==> src/rtl/regfile_arb_pkg.sv <==
// Shared types and defaults for the register-file write-port arbiter.
package regfile_arb_pkg;

  localparam int W_DEF        = 16;
  localparam int N_DEF        = 3;
  localparam int DEPTH_DEF    = 2;
  localparam int MAX_WAIT_DEF = 4;

  typedef enum logic [2:0] {
    GNT_IDLE,
    GNT_WB,
    GNT_HEAD,
    GNT_BYPASS,
    GNT_FORCE
  } grant_e;

  // Queued aux write at the default widths; the FIFO mirrors this layout per instance.
  typedef struct packed {
    logic                 valid;
    logic [N_DEF-1:0]     addr;
    logic [W_DEF-1:0]     data;
  } aux_entry_t;

endpackage

==> src/rtl/aux_wr_fifo.sv <==
// Auxiliary write queue: circular storage with per-entry valid bits, address-match
// invalidation against the writeback destination, and a per-register busy vector.
module aux_wr_fifo #(
  parameter int W     = 16,
  parameter int N     = 3,
  parameter int DEPTH = 2,
  localparam int CW   = $clog2(DEPTH+1),
  localparam int PW   = (DEPTH > 1) ? $clog2(DEPTH) : 1
) (
  input  logic            clk,
  input  logic            rst,
  input  logic            push,
  input  logic [N-1:0]    push_addr,
  input  logic [W-1:0]    push_data,
  input  logic            pop,
  input  logic            inv_en,
  input  logic [N-1:0]    inv_addr,
  output logic            head_valid,
  output logic [N-1:0]    head_addr,
  output logic [W-1:0]    head_data,
  output logic [CW-1:0]   count,
  output logic [2**N-1:0] busy
);

  typedef struct packed {
    logic         valid;
    logic [N-1:0] addr;
    logic [W-1:0] data;
  } entry_t;

  entry_t [DEPTH-1:0] ent_q;
  logic [PW-1:0]      head_q, tail_q;
  logic [CW-1:0]      count_q;

  function automatic logic [PW-1:0] ptr_inc(input logic [PW-1:0] p);
    return (p == PW'(DEPTH-1)) ? '0 : p + 1'b1;
  endfunction

  // Push wins over pop/invalidate so a same-cycle enqueue is never killed.
  always_ff @(posedge clk or negedge rst) begin
    if (!rst) begin
      ent_q <= '0;
    end else begin
      for (int i = 0; i < DEPTH; i++) begin
        if (push && tail_q == PW'(i))
          ent_q[i] <= '{valid: 1'b1, addr: push_addr, data: push_data};
        else if (pop && head_q == PW'(i))
          ent_q[i].valid <= 1'b0;
        else if (inv_en && ent_q[i].addr == inv_addr)
          ent_q[i].valid <= 1'b0;
      end
    end
  end

  always_ff @(posedge clk or negedge rst) begin
    if (!rst) begin
      head_q  <= '0;
      tail_q  <= '0;
      count_q <= '0;
    end else begin
      if (pop)  head_q <= ptr_inc(head_q);
      if (push) tail_q <= ptr_inc(tail_q);
      count_q <= count_q + CW'(push) - CW'(pop);
    end
  end

  always_comb begin
    busy = '0;
    for (int i = 0; i < DEPTH; i++)
      if (ent_q[i].valid) busy[ent_q[i].addr] = 1'b1;
  end

  assign head_valid = ent_q[head_q].valid;
  assign head_addr  = ent_q[head_q].addr;
  assign head_data  = ent_q[head_q].data;
  assign count      = count_q;

endmodule

==> src/rtl/regfile_wr_arbiter.sv <==
// Single register-file write port shared by writeback (priority) and an aux writer,
// with a queued-aux starvation guard that stalls writeback for one cycle.
module regfile_wr_arbiter
  import regfile_arb_pkg::*;
#(
  parameter int W        = W_DEF,
  parameter int N        = N_DEF,
  parameter int DEPTH    = DEPTH_DEF,
  parameter int MAX_WAIT = MAX_WAIT_DEF,
  localparam int CW      = $clog2(DEPTH+1),
  localparam int WCW     = $clog2(MAX_WAIT+1)
) (
  input  logic            clk,
  input  logic            rst,
  input  logic            wb_valid,
  input  logic [N-1:0]    wb_addr,
  input  logic [W-1:0]    wb_data,
  output logic            wb_stall,
  input  logic            aux_valid,
  input  logic [N-1:0]    aux_addr,
  input  logic [W-1:0]    aux_data,
  output logic            aux_ready,
  output logic            regWrite,
  output logic [N-1:0]    WA,
  output logic [W-1:0]    WD,
  output logic [2**N-1:0] busy,
  output logic [CW-1:0]   fifo_count
);

  grant_e         gnt;
  logic           fifo_ne, pop, push;
  logic           head_valid;
  logic [N-1:0]   head_addr;
  logic [W-1:0]   head_data;
  logic [WCW-1:0] wait_q, wait_d;

  assign fifo_ne = (fifo_count != '0);

  // Holding reset forces IDLE so neither WB nor a bypass reaches the port.
  always_comb begin
    gnt = GNT_IDLE;
    if (!rst)                                  gnt = GNT_IDLE;
    else if (wait_q == WCW'(MAX_WAIT) && fifo_ne) gnt = GNT_FORCE;
    else if (wb_valid)                         gnt = GNT_WB;
    else if (fifo_ne)                          gnt = GNT_HEAD;
    else if (aux_valid)                        gnt = GNT_BYPASS;
  end

  assign pop       = (gnt == GNT_FORCE) || (gnt == GNT_HEAD);
  assign aux_ready = (fifo_count < CW'(DEPTH)) || pop;
  assign push      = rst && aux_valid && aux_ready && (gnt != GNT_BYPASS);
  assign wb_stall  = (gnt == GNT_FORCE) && wb_valid;

  // A bubble at the head pops silently; WA/WD stay 0 whenever nothing is written.
  always_comb begin
    regWrite = 1'b0;
    WA       = '0;
    WD       = '0;
    case (gnt)
      GNT_WB: begin
        regWrite = 1'b1;
        WA       = wb_addr;
        WD       = wb_data;
      end
      GNT_BYPASS: begin
        regWrite = 1'b1;
        WA       = aux_addr;
        WD       = aux_data;
      end
      GNT_HEAD, GNT_FORCE: begin
        if (head_valid) begin
          regWrite = 1'b1;
          WA       = head_addr;
          WD       = head_data;
        end
      end
      default: ;
    endcase
  end

  always_comb begin
    wait_d = wait_q;
    if (!fifo_ne || pop)            wait_d = '0;
    else if (wait_q != WCW'(MAX_WAIT)) wait_d = wait_q + 1'b1;
  end

  always_ff @(posedge clk or negedge rst) begin
    if (!rst) wait_q <= '0;
    else      wait_q <= wait_d;
  end

  aux_wr_fifo #(.W(W), .N(N), .DEPTH(DEPTH)) u_fifo (
    .clk        (clk),
    .rst        (rst),
    .push       (push),
    .push_addr  (aux_addr),
    .push_data  (aux_data),
    .pop        (pop),
    .inv_en     (gnt == GNT_WB),
    .inv_addr   (wb_addr),
    .head_valid (head_valid),
    .head_addr  (head_addr),
    .head_data  (head_data),
    .count      (fifo_count),
    .busy       (busy)
  );

endmodule

==> config.mk <==
export PLATFORM = sky130hd
export DESIGN_NAME = regfile_wr_arbiter
export DESIGN_NICKNAME = d
export VERILOG_FILES = /design/src/rtl/regfile_arb_pkg.sv /design/src/rtl/aux_wr_fifo.sv /design/src/rtl/regfile_wr_arbiter.sv
export SDC_FILE = /design/constraint.sdc
export NUM_CORES = 1
export LEC_CHECK = 0
export CAP_MARGIN = 40
export CORE_AREA = 2 2 73 75
export CTS_CLUSTER_DIAMETER = 40
export CTS_CLUSTER_SIZE = 14
export DETAILED_ROUTE_END_ITERATION = 10
export DIE_AREA = 0 0 75 77
export DONT_BUFFER_PORTS = 1
export GPL_TIMING_DRIVEN = 0
export PLACE_DENSITY = 0.81
export REMOVE_ABC_BUFFERS = 1
export SYNTH_ARGS = -nofsm -noshare
export SYNTH_HDL_FRONTEND = slang
export SYNTH_SLANG_ARGS = --single-unit
==> constraint.sdc <==
create_clock -name clk -period 1.95 [get_ports clk]
set_input_delay 0.39 -clock clk [delete_from_list [all_inputs] [get_ports clk]]
set_output_delay 0.39 -clock clk [all_outputs]
set_load 0.05 [all_outputs]
Word level (Yosys, flattened, before mapping):

Index checks and enable logic that the tools add are counted.

* register bits: 47
* output and inout port bits: 32
* bits of input ports: 42
* word-level logic and storage cells: 85

* $add $sub $neg: 5
* reductions and logical operators: 23
* $lt $le $gt $ge: 6
* bitwise operators: 3
* eq/ne operators: 9
* multiplexer cells: 29

Operators with widths (count)
* $pmux 16 s3: 1
* $mux 20: 2
* $mux 16: 1
* $mux 8: 2
* $mux 3: 5
* $logic_and 1x1->1: 13
* $mux 1: 11
* $pmux 3 s3: 1
* $lt 3x4->1 const B: 2
* $or 8x8->8: 1
* $demux 1 s3: 2
* $eq 3x2->1 const B: 2
* $eq 3x3->1: 2
* $eq 3x3->1 const B: 2
* $ge 3x1->1 const B: 2
* $mux 2: 3
* $reduce_bool 3->1: 2
* $reduce_bool 2->1: 2
* $reduce_or 2->1: 2
* $add 3x1->3 const B: 1
* $eq 3x1->1 const B: 1
* $logic_or 1x1->1: 3
* $ne 3x2->1 const B: 1
* $ne 3x3->1 const B: 1
* 8 further kinds: 10

Logic depth before layout (Yosys ltp):

* depth after elaboration: 12
* depth in mapped cells: 7
* gate-level depth less buffers: 7

Hierarchy:

A second synthesis with hierarchy kept.

* cells, all modules: 228
* area total of the unflattened synthesis: 2750.1 um2

By module, submodules not included
* aux_wr_fifo: sequential area each 1101.1 um2, times used 1, cells an instance 150, area an instance 2088.3 um2
* regfile_wr_arbiter: sequential area each 75.1 um2, times used 1, cells an instance 78, area an instance 661.9 um2

Worst setup path before layout:

OpenSTA, ideal clock, no wires.

* path kind: register -> output
* start: register u_fifo.count_q[1], in the netlist u_fifo.count[1]
* end: output port WD[10]
* buffers on the path: 1
* stages on the path, launching flop included: 6
* data arrival time: 2621 ps
* path slack: -1061 ps
* data required time: 1560 ps
* cell sequence: dfrtp_1 o21ai_0 a21oi_2 nand2_4 buf_6 o21ai_0

* longest elaborated chain between the ends: 8
* elaborated cells on any way between the ends: 12
* classes of those cells: eq/ne: 4; mux: 5; reduce/logical: 3

RTL lines
* start, declared: line aux_wr_fifo.sv:33 `logic [CW-1:0] count_q;`
* start signal, assigned: line aux_wr_fifo.sv:63 `count_q <= count_q + CW'(push) - CW'(pop);`
* $reduce_bool 2->1 *: line regfile_wr_arbiter.sv:37 `assign fifo_ne = (fifo_count != '0);`
* $mux 2: line regfile_wr_arbiter.sv:45 `else if (fifo_ne) gnt = GNT_HEAD;`
* $mux 2: line regfile_wr_arbiter.sv:44 `else if (wb_valid) gnt = GNT_WB;`
* $mux 3 *: line regfile_wr_arbiter.sv:43 `else if (wait_q == WCW'(MAX_WAIT) && fifo_ne) gnt = GNT_FORCE;`
* $mux 3 *: line regfile_wr_arbiter.sv:42 `if (!rst) gnt = GNT_IDLE;`
* $eq 3x3->1 or $eq 3x2->1 (tied branches): line regfile_wr_arbiter.sv:59 `case (gnt)`
* $reduce_or 2->1: line regfile_wr_arbiter.sv:59
* $pmux 16 s3 *: line regfile_wr_arbiter.sv:59
* end, declared: line regfile_wr_arbiter.sv:25 `output logic [W-1:0] WD,`

Mark *: on every way between the ends. The rest lies on a longest branch, timed or not.

Final worst setup path:

* start: register u_fifo.count_q[1], in the netlist u_fifo.count[1]
* end: output port WD[12]

Same word-level chain as after synthesis.

==> results by group <==
Status
  • Outcome: finished with violations
  • Violated checks: negative setup slack

Hold path
  • Hold EP: u_fifo.ent_q[12]$_DFFE_PN0P_
  • Hold Startpoint: aux_data[12]
  • Min-Delay Path Class: input pin to register
  • Worst hold stages: 1

Final layout
  • Finished Cell Area: 3450 sq um
  • Fill cell count: 357
  • Multi-input gate area: 1620 sq um
  • Cell Count, Final, Fillers Out: 335
  • Nets: 310
  • Layout cells sized above 1: 0.494
  • P&R area growth vs syn: 26.3%
  • Ant. Diodes: 0
  • Seq. cell area: 1190 sq um

Floorplanning
  • Core area: 4980 sq um
  • Initial core utilization: 0.548
  • IO Count: 74
  • Die Span Y: 77 um
  • # rows: 26
  • Die ar.: 5780 sq um
  • Die X-Extent: 75 um

Yosys
  • Mapped cell area: 2730 sq um
  • Synth Register Bits: 47
  • Synth area leaders: dfrtp_1 43%, mux2_4 10%, mux2_2 8.7%
  • Post-synthesis sequential area ratio: 0.431
  • Post-synth top area cell: dfrtp_1
  • Distinct cells, synth: 37
  • Mapped Avg Cell Area: 12.1 sq um
  • Synth warn: 0
  • Mapped Cells: 226
  • Synth top area share: 0.431

Detailed routing
  • Vias per cell: 6.00
  • WL/cell: 20.0 um
  • Initial DRC count: 104
  • Antenna Violating Nets Remaining: 0
  • DRC viols: 0
  • DR pass1 iterations: 4
  • Drt total wl: 6710 um
  • Vias: 2010

Clocking
  • Total CTS buffers: 5
  • Worst skew pair latency: 0.29 ns
  • CTS H-tree lvls: 2
  • CTS Buffer Depth: 2
  • TritonCTS clock tree: yes
  • Clk sink count: 47
  • Clock-pin transition on the worst setup and hold timing paths: 0.08 ns
  • CTS root buffer: clkbuf_8

Timing
  • Fin Hold WS: 0.243 ns
  • Final count of hold timing violations: 0
  • Endpoints failing setup: 60
  • Fmax: 433 MHz
  • RSZ-0062 raised after global routing: true
  • Max Slew Vio Count: 0
  • Slew headroom: 0.606
  • Part of the cycle the worst path needs: 1.19
  • Final Worst Setup Slack: -0.362 ns
  • Fin crit period: 2.31 ns
  • Clock Skew: 0.00352 ns
  • Least-Margin Pin Slew: 0.595 ns

Setup path
  • Critical Path AT: 1.92 ns
  • Critical path class: register to output port
  • CP required: 1.56 ns
  • Crit path cell chain: o211ai_1, nor2b_4, buf_12, a22oi_1, o21ai_1, buf_4
  • Crit-path max cell delay: 0.60 ns
  • Cells on worst reg2reg path: 6
  • Reg2Reg Setup Slack: -0.12 ns
  • Critical path's slowest cell: dfrtp_4
  • CP Launch Type: register
  • Crit Path Max Fanout: 15
  • Critical R2R Launch: wait_q[0]$_DFFE_PN0P_
  • Crit Reg-Reg Endpoint: u_fifo.ent_q[3]$_DFFE_PN0P_
  • Setup crit end kind: output port

Placement
  • Dpl hpwl: 3890 um
  • Post-placement cell area: 2950 sq um
  • Placed cells: 309
  • IO buf count: 0
  • GP Congestion: 0.776

Global route
  • Gr ovfl total: 0
  • Largest net degree at the start of global routing: 48
  • Antenna violations before repair: 0
  • Total global routing track utilization: 0.229
  • First-pass GRT wire length: 9960 um
  • Number of global-route vias before repair: 1969

Power and ir drop
  • Design Power: 0.00598 W
  • Max VDD drop: 0.911 mV
  • Pwr dens: 1740 nW/um^2
  • LEAKAGE: 1.48 nW

Flow run
  • Max-cap violations: 0
==> worst max-delay path by stage <==
stage	start	to	slack, ns	cells after the start
after CTS	u_fifo.count[1]$_DFF_PN0_	WD[15]	-0.37	6
after floorplan	u_fifo.count[1]$_DFF_PN0_	WA[0]	-0.98	4
after detailed placement	u_fifo.count[1]$_DFF_PN0_	WD[0]	-0.90	5
after global placement	u_fifo.count[1]$_DFF_PN0_	WD[0]	-1.59	4
final	u_fifo.count[1]$_DFF_PN0_	WD[12]	-0.36	6
after global routing	u_fifo.count[1]$_DFF_PN0_	WD[12]	-0.45	6
==> metal layers <==
metal,share of wire,track usage
met1,0.43,0.299
met2,0.50,0.368
met3,0.057,0.0618
met4,0.014,0.0679
met5,0,0
==> cell usage in the layout (no fill, tap or decap), types with 4 or more instances in the layout <==
| master | Yosys | layout |
|---|---|---|
| dfrtp_1 | 47 | 44 |
| mux2i_1 | 20 | 20 |
| a22oi_1 | 19 | 18 |
| inv_1 | 5 | 5 |
| xnor2_1 | 11 | 11 |
| buf_4 | 0 | 20 |
| clkbuf_8 | 0 | 6 |
| nand2b_1 | 5 | 5 |
| nand2_1 | 8 | 7 |
| mux2_2 | 21 | 19 |
| buf_6 | 4 | 19 |
| o21ai_2 | 0 | 16 |
| o21ai_1 | 4 | 4 |
| o22ai_1 | 6 | 6 |
| mux2_4 | 19 | 21 |
==> registers in the layout, indices dropped and copies added (netlist names) <==
name and count:
u_fifo.tail_q 1, wait_q 3, u_fifo.head_q 1, u_fifo.count 2, u_fifo.ent_q 40
==> worst max-delay path: cells and delay by family (launching register included) <==
kind,cells,cell delay [ns]
flops,1,0.60
compound gates,3,0.42
buf+inv,2,0.37
simple gates,1,0.23
==> Yosys cell counts, drive strengths merged <==
cell type,n
nor2b,2
nor3,3
ha,3
inv,5
and2,1
and4b,1
o21ai,21
xor2,1
nand3,1
or2,1
xnor2,11
clkbuf,6
nor2,2
nand4,2
a31oi,1
a31o,2
nand3b,1
and2b,1
o221a,1
mux2,40
o311ai,1
nand2b,5
a22oi,19
nand2,9
or2b,1
buf,8
o211ai,1
a21oi,1
o32ai,2
mux2i,20
dfrtp,47
o22ai,6
==> report_power, final <==
part           switching (W)  internal [W]
clock network       0.000295      0.000278
logic                0.00179       0.00157
registers           0.000563       0.00149
total                0.00264       0.00334
==> cell families (layout without fill, tap and decap cells) <==
kind of cell	after synthesis	after routing	share of synthesized area
simple gates	30	33	0.0642
xor+xnor	12	12	0.0385
compound gates	55	55	0.138
fa+ha+maj	3	3	0.0138
buf+inv	19	55	0.0500
flops	47	47	0.431
mux	60	60	0.265
==> layout make-up <==
cell class | instances | share of cell area
clock inverters | 1 | 0.00145
multi-input cells | 163 | 0.471
flip-flops and latches | 47 | 0.345
clock buffers | 6 | 0.0240
repair buffers | 43 | 0.128
well taps | 70 | 0.0254
inverters | 5 | 0.00545
==> what timing repair did <==
item / in CTS / in global routing
hold buffers: 2 / 0
pin swaps: 6 / 6
gates cloned: 2 / 1
endpoints found under the setup margin: 66 / 61
setup buffers: 10 / 5
hold endpoints to repair: 47 / 0
gates resized for setup: 48 / 25
==> per-stage QoR <==
step | setup TNS [ns] | setup slack [ns] | util
finish | -10.61 | -0.362 | 0.692
floorplan | -20.61 | -0.984 | -
detailed placement | -24.98 | -0.898 | 0.592
CTS | -11.33 | -0.375 | 0.666
global route | -15.74 | -0.446 | 0.692
global placement | -40.09 | -1.59 | 0.542
No activity file was read; power rests on OpenSTA's default activity.
